File: src/rtl/regfile_2w2r.sv
// regfile_2w2r: two-write / two-read architectural register file (optional REGFILE_WB_BYPASS_EN forwards same-edge writes).
// Latency: reads registered, data and rvalid one edge after re; writes visible to reads issued at the next edge.
// Backpressure: none; writes are always accepted and reads never stall.
module regfile_2w2r #(
  parameter int DATA_W   = 32,
  parameter int ADDR_W   = 5,
  parameter int ZERO_REG = 1
) (
  input  logic              clk,
  input  logic              rst,
  input  logic [1:0]        write,
  input  logic [DATA_W-1:0] wr1,
  input  logic [ADDR_W-1:0] wa1,
  input  logic [DATA_W-1:0] wr2,
  input  logic [ADDR_W-1:0] wa2,
  input  logic              re,
  input  logic [ADDR_W-1:0] ra1,
  input  logic [ADDR_W-1:0] ra2,
  output logic [DATA_W-1:0] rd1,
  output logic [DATA_W-1:0] rd2,
  output logic              rvalid
);

  localparam int DEPTH = 1 << ADDR_W;

  logic [DATA_W-1:0] mem [DEPTH];
  logic              we1;
  logic              we2;
  logic [DATA_W-1:0] rdata1;
  logic [DATA_W-1:0] rdata2;

  // Writes aimed at the hardwired zero register never reach storage.
  assign we1 = write[0] && !((ZERO_REG != 0) && (wa1 == '0));
  assign we2 = write[1] && !((ZERO_REG != 0) && (wa2 == '0));

  function automatic logic [DATA_W-1:0] read_port(input logic [ADDR_W-1:0] a);
    logic [DATA_W-1:0] v;
    v = mem[a];
`ifdef REGFILE_WB_BYPASS_EN
    // Port2 checked last so it wins when both ports hit the same address.
    if (we1 && (wa1 == a)) v = wr1;
    if (we2 && (wa2 == a)) v = wr2;
`endif
    if ((ZERO_REG != 0) && (a == '0)) v = '0;
    return v;
  endfunction

  always_comb begin
    rdata1 = read_port(ra1);
    rdata2 = read_port(ra2);
  end

  // Port2 assignment follows port1 so it takes priority on address collision.
  always_ff @(posedge clk or posedge rst) begin
    if (rst) begin
      for (int i = 0; i < DEPTH; i++) mem[i] <= '0;
    end else begin
      if (we1) mem[wa1] <= wr1;
      if (we2) mem[wa2] <= wr2;
    end
  end

  always_ff @(posedge clk or posedge rst) begin
    if (rst) begin
      rd1    <= '0;
      rd2    <= '0;
      rvalid <= 1'b0;
    end else begin
      rvalid <= re;
      if (re) begin
        rd1 <= rdata1;
        rd2 <= rdata2;
      end
    end
  end

endmodule

File: config.mk
export PLATFORM = sky130hd
export DESIGN_NAME = regfile_2w2r
export DESIGN_NICKNAME = d
export VERILOG_FILES = /design/src/rtl/regfile_2w2r.sv
export SDC_FILE = /design/constraint.sdc
export NUM_CORES = 2
export LEC_CHECK = 0
export CORE_ASPECT_RATIO = 0.7
export CORE_MARGIN = 8
export CORE_UTILIZATION = 40
export DETAILED_ROUTE_END_ITERATION = 12
export GPL_TIMING_DRIVEN = 0
export HOLD_SLACK_MARGIN = 0.15
export PLACE_DENSITY = 0.65
export SETUP_SLACK_MARGIN = 0.3
export SYNTH_ARGS = -nofsm -noshare
export SYNTH_HDL_FRONTEND = slang
export SYNTH_SLANG_ARGS = --single-unit
File: constraint.sdc
create_clock -name clk -period 40.2 [get_ports clk]
set_input_delay 12.06 -clock clk [delete_from_list [all_inputs] [get_ports clk]]
set_output_delay 12.06 -clock clk [all_outputs]
set_load 0.005 [all_outputs]
Word-level counts from Yosys, hierarchy flattened
Cells that the tools add are included.
{"block": "op_classes", "n_lt_le_gt_ge": 6, "muxes": 16, "n_bitwise": 4, "n_reduce_logical": 10}
{"operator": "1024-bit bitwise mux", "count": 2}
{"operator": "1024-bit two-way mux", "count": 2}
{"operator": "32-bit binary-select mux with 5-bit select", "count": 2}
{"operator": "32-bit demux with 5-bit select", "count": 2}
{"operator": "32-bit two-way mux", "count": 8}
{"operator": "6-bit >= comparator (second input constant)", "count": 4}
{"operator": "5-bit inverter with 6-bit output", "count": 4}
{"operator": "5-bit zero test", "count": 4}
{"operator": "6-bit by 1-bit < comparator with 1-bit output (second input constant)", "count": 2}
{"operator": "1-bit logical AND", "count": 4}
{"operator": "1-bit zero test", "count": 2}
{"block": "word_totals", "register_bits": 1089, "inputBits": 89, "out_inout_bits": 65, "wordCells": 71}

Longest topological paths before layout
{"block": "depth", "depth_word": 9, "ltp_mapped": 9, "ltp_nobuf": 4}

Least setup slack after synthesis
No wires, ideal clock.
{"block": "synth_path", "path_kind": "input-to-reg", "startpoint": "input ra1[0]", "endpoint": "register rd1[18]", "setup_time_ns": 0.138, "arrival_time_ns": 13.738, "t_required_ns": 40.062, "slack_ns": 26.324, "stages": 6, "path_buffers": 2, "path_cell_list": "buf_2 -> buf_2 -> mux4_2 -> mux2_2 -> a2111oi_0 -> a21oi_1"}
{"block": "synth_via", "elab_chain_len": 5, "word_cells_on_any_way": 6, "classes_between": "4 x mux; 1 x bitwise; 1 x reduce/logical"}
{"item": "start: declaration", "line_no": "17", "source": "input logic [ADDR_W-1:0] ra1,"}
{"item": "5-bit inverter with 6-bit output (not written as such)", "line_no": "38", "source": "v = mem[a];"}
{"item": "32-bit binary-select mux with 5-bit select", "line_no": "38"}
{"item": "32-bit two-way mux (not written as such) (2 in a row)", "line_no": "38"}
{"item": "32-bit two-way mux (*)", "line_no": "44", "source": "if ((ZERO_REG != 0) && (a == '0)) v = '0;"}
{"item": "end signal: assignment", "line_no": "71", "source": "rd1 <= rdata1;"}
{"item": "end: declaration", "line_no": "19", "source": "output logic [DATA_W-1:0] rd1,"}
Mark *: on every way between the ends. The rest lies on a longest branch, timed or not. The select of a mux whose other input is x is not followed.
A chain may end at the register's enable or synchronous reset.

Final worst setup path
{"block": "layout_path", "startpoint": "input ra2[0]", "endpoint": "register rd2[8]"}
{"block": "layout_via", "elab_chain_len": 5, "word_cells_on_any_way": 6, "classes_between": "4 x mux; 1 x bitwise; 1 x reduce/logical"}
{"item": "start: declaration", "line_no": "18", "source": "input logic [ADDR_W-1:0] ra2,"}
{"item": "5-bit inverter with 6-bit output (not written as such)", "line_no": "38"}
{"item": "32-bit binary-select mux with 5-bit select", "line_no": "38"}
{"item": "32-bit two-way mux (not written as such) (2 in a row)", "line_no": "38"}
{"item": "32-bit two-way mux (*)", "line_no": "44"}
{"item": "end signal: assignment", "line_no": "72", "source": "rd2 <= rdata2;"}
{"item": "end: declaration", "line_no": "20", "source": "output logic [DATA_W-1:0] rd2,"}
Marked as above.

==> flow_summary.toml <==
[timing]
clock_skew_ns = 0.0436
finalWorstSetupSlack_ns = 24.15
maxSlewHeadroom_pct = -13.9
drv_slew = 263
hold_viol_final = 0
rsz0062_at_grt = "false"
tightest_slew_ns = 1.71
setup_viol = 0
period_share_pct = 39.9
holdWs_ns = 0.484
fin_crit_ns = 16.05
fin_tns_setup_ns = 0
fmax_ghz = 0.0623

[worst_setup_path]
cp_common_cell = "buf_6"
reg2reg_to = "rd2[8]"
cp_max_fo = 10
critPathLaunchType = "input pin"
cpPeakStageDelay_ns = 1.08
reg2reg_slack_ns = 37.79
crit_arrival_ns = 16.71
crit_start = "ra2[0]"
cp_cell_sequence = "clkdlybuf4s50_1, buf_2, buf_6, buf_6, or3_1, clkbuf_1, buf_1, o22ai_1, a2111oi_0, a21oi_1"
crit_required_ns = 40.86
endpoint_kind = "register"
cpMaxStageDelayCell = "buf_1"
r2r_cells = 4
reg2reg_from = "mem[776]"
critPathKind = "input pin to register"

[power_and_ir_drop]
peakVddDrop_uv = 37.9
p_leak_nw = 32.6
powerDensity_nw_per_um2 = 50.0

[floorplanning]
pin_count = 154
num_rows = 124
start_util_pct = 40.2
fp.coreArea_um2 = 163000
die_h_um = 355
fp.dieArea_um2 = 178000
die_x_um = 500

[synth]
synthCells = 6360
synth-seq-cells = 1089
synth_cell_type_count = 49
syn_area_um2 = 65700
synth_fp_nets = 6449
synth-main-ff-cell = "dfrtp_1"
yosys_warnings = 0
ys_seq_area_share_pct = 41.5
synth_edf_count = 0
syn_avg_cell_area_um2 = 10.3
ys_async_sr_fraction_pct = 100

[worst_hold_path]
min_from = "mem[1012]"
hp-class = "register to register"
holdPathEnd = "mem[1012]"
hold_path_depth = 1

[outcome]
status = "finished with violations"
failed_checks = "max-capacitance violations, max-slew violations"

[clock_network]
cts_made_buffers = 112
clock_sinks = 1089
cts_tree = "built"
htreeDepth = 3
postCtsSetupBuffers = 0
max-clock-path-buffers = 3
cts_hold_buf = 0
insertion_delay_ns = 0.84
path_clk_slew_ns = 0.07
root_buffer = "clkbuf_16"
cts_resized = 0

[finish]
nets = 6745
area_growth_pct = 13.5
fin_cells = 8980
regArea_um2 = 27300
multi_input_area_um2 = 35300
fill_cells = 15400
final_common_cell = "mux2i_1"
mostFrequentLayoutCells = "1354 x mux2i_1, 1089 x dfrtp_1, 658 x nor2_1"
drive_gt1_share_pct = 12.0

[grt]
grt_max_degree = 42
grt_usage_pct = 37.9
grt_overflow = 0
antenna_found_initial = 24
grt_pass1_wl_um = 474000
grt_pass1_vias = 58500

[drt]
viasPerCell = 6.98
dr.pass1.iters = 9
dr_total_vias = 62600
drt_iter0_markers = 11700
wl_per_cell_um = 39.2
drt_wl_total_um = 352000
drt_drc_violations_left = 0
ant_nets = 0

[placement]
gp_congestion = 1.06
io_buffers = 146
placed_cells = 8745
pre_cts_slack_ns = 23.96
hpwlAfterDp_um = 253000

[job]
max-cap-violations = 27
[routing by layer]
metal	vias up	track usage, %	wire length, um
li1	23700	-	-
met1	31400	49.1	131000
met2	6224	47.3	129000
met3	1343	24.4	68300
met4	18	19.8	23400
met5	-	2.14	708
[synthesized netlist by cell type, drive strengths merged, types with 3 or more instances]
library cell | n | area (um^2)
mux2 | 64 | 721
mux4 | 324 | 7300
mux2i | 1354 | 13600
nand3b | 10 | 75.1
nand2 | 505 | 1900
or3b | 4 | 35.0
a22o | 60 | 526
a21boi | 3 | 22.5
nor3 | 5 | 25.0
nor3b | 4 | 30.0
and4b | 3 | 30.0
nor4 | 4 | 25.0
dfrtp | 1089 | 27300
or3 | 6 | 37.5
o211ai | 62 | 465
o22ai | 124 | 776
a2111oi | 66 | 578
nand3 | 6 | 30.0
and2 | 4 | 25.0
nor2b | 9 | 56.3
or2 | 4 | 25.0
nor2 | 664 | 2490
nand4 | 3 | 18.8
a32oi | 16 | 140
nand4bb | 3 | 33.8
a21oi | 574 | 2870
nor4bb | 3 | 30.0
o21ai | 482 | 2410
buf | 194 | 1050
or4 | 64 | 480
nand2b | 71 | 444
clkbuf | 558 | 2090
[flip-flops by register name, indices dropped and copies added (netlist names)]
register / cells
mem: 1024
rvalid: 1
rd1: 32
rd2: 32
[worst max-delay path, delay by kind of cell]
| family | cells | cell delay (ns) |
|---|---|---|
| AO/OA/AOI/OAI | 3 | 1.37 |
| buffers and inverters | 6 | 2.98 |
| AND/OR/NAND/NOR | 1 | 0.24 |
[power by group]
group	switching, mW	internal (mW)
clock	0.524	0.631
combinational	0.482	0.454
sequential	0.257	1.37
total	1.26	2.46
[cells by family after synthesis]
family          count (synthesis)  synth area share, %
flops                        1089                 41.5
simple gates                 1381                 8.93
buf+inv                       755                 4.81
compound gates               1393                 11.9
mux                          1742                 32.8
[per-stage QoR]
| stage | util, % | instance area (um^2) | total power [mW] |
|---|---|---|---|
| final | 45.7 | 74500 | 3.72 |
| after global routing | 45.6 | 74500 | 3.82 |
| after CTS | 45.6 | 74400 | 3.65 |
| after detailed placement | 43.2 | 70600 | 2.52 |
| after global placement | 42.8 | 69900 | 2.47 |
| after floorplan | - | 65700 | 2.17 |
[how the worst max path moves through the flow]
stage,endpoint,depth (start not counted)
floorplan,mem[0],1
finish,rd2[8],10
detailed placement,rd2[8],10
global placement,rd1[10],2
CTS,rd2[8],10
global route,rd2[8],10
[final cells by class]
cell class / count / share of cell area, %
Multi-Input combinational cell: 4516 / 47.4
Sequential cell: 1089 / 36.6
Clock buffer: 160 / 4.40
Buffer: 752 / 4.26
Tap cell: 2205 / 3.70
Timing Repair Buffer: 182 / 2.87
Clock inverter: 48 / 0.759
Antenna cell: 25 / 0.0839
Inverter: 3 / 0.0201
(Power assumes the default switching activity.)
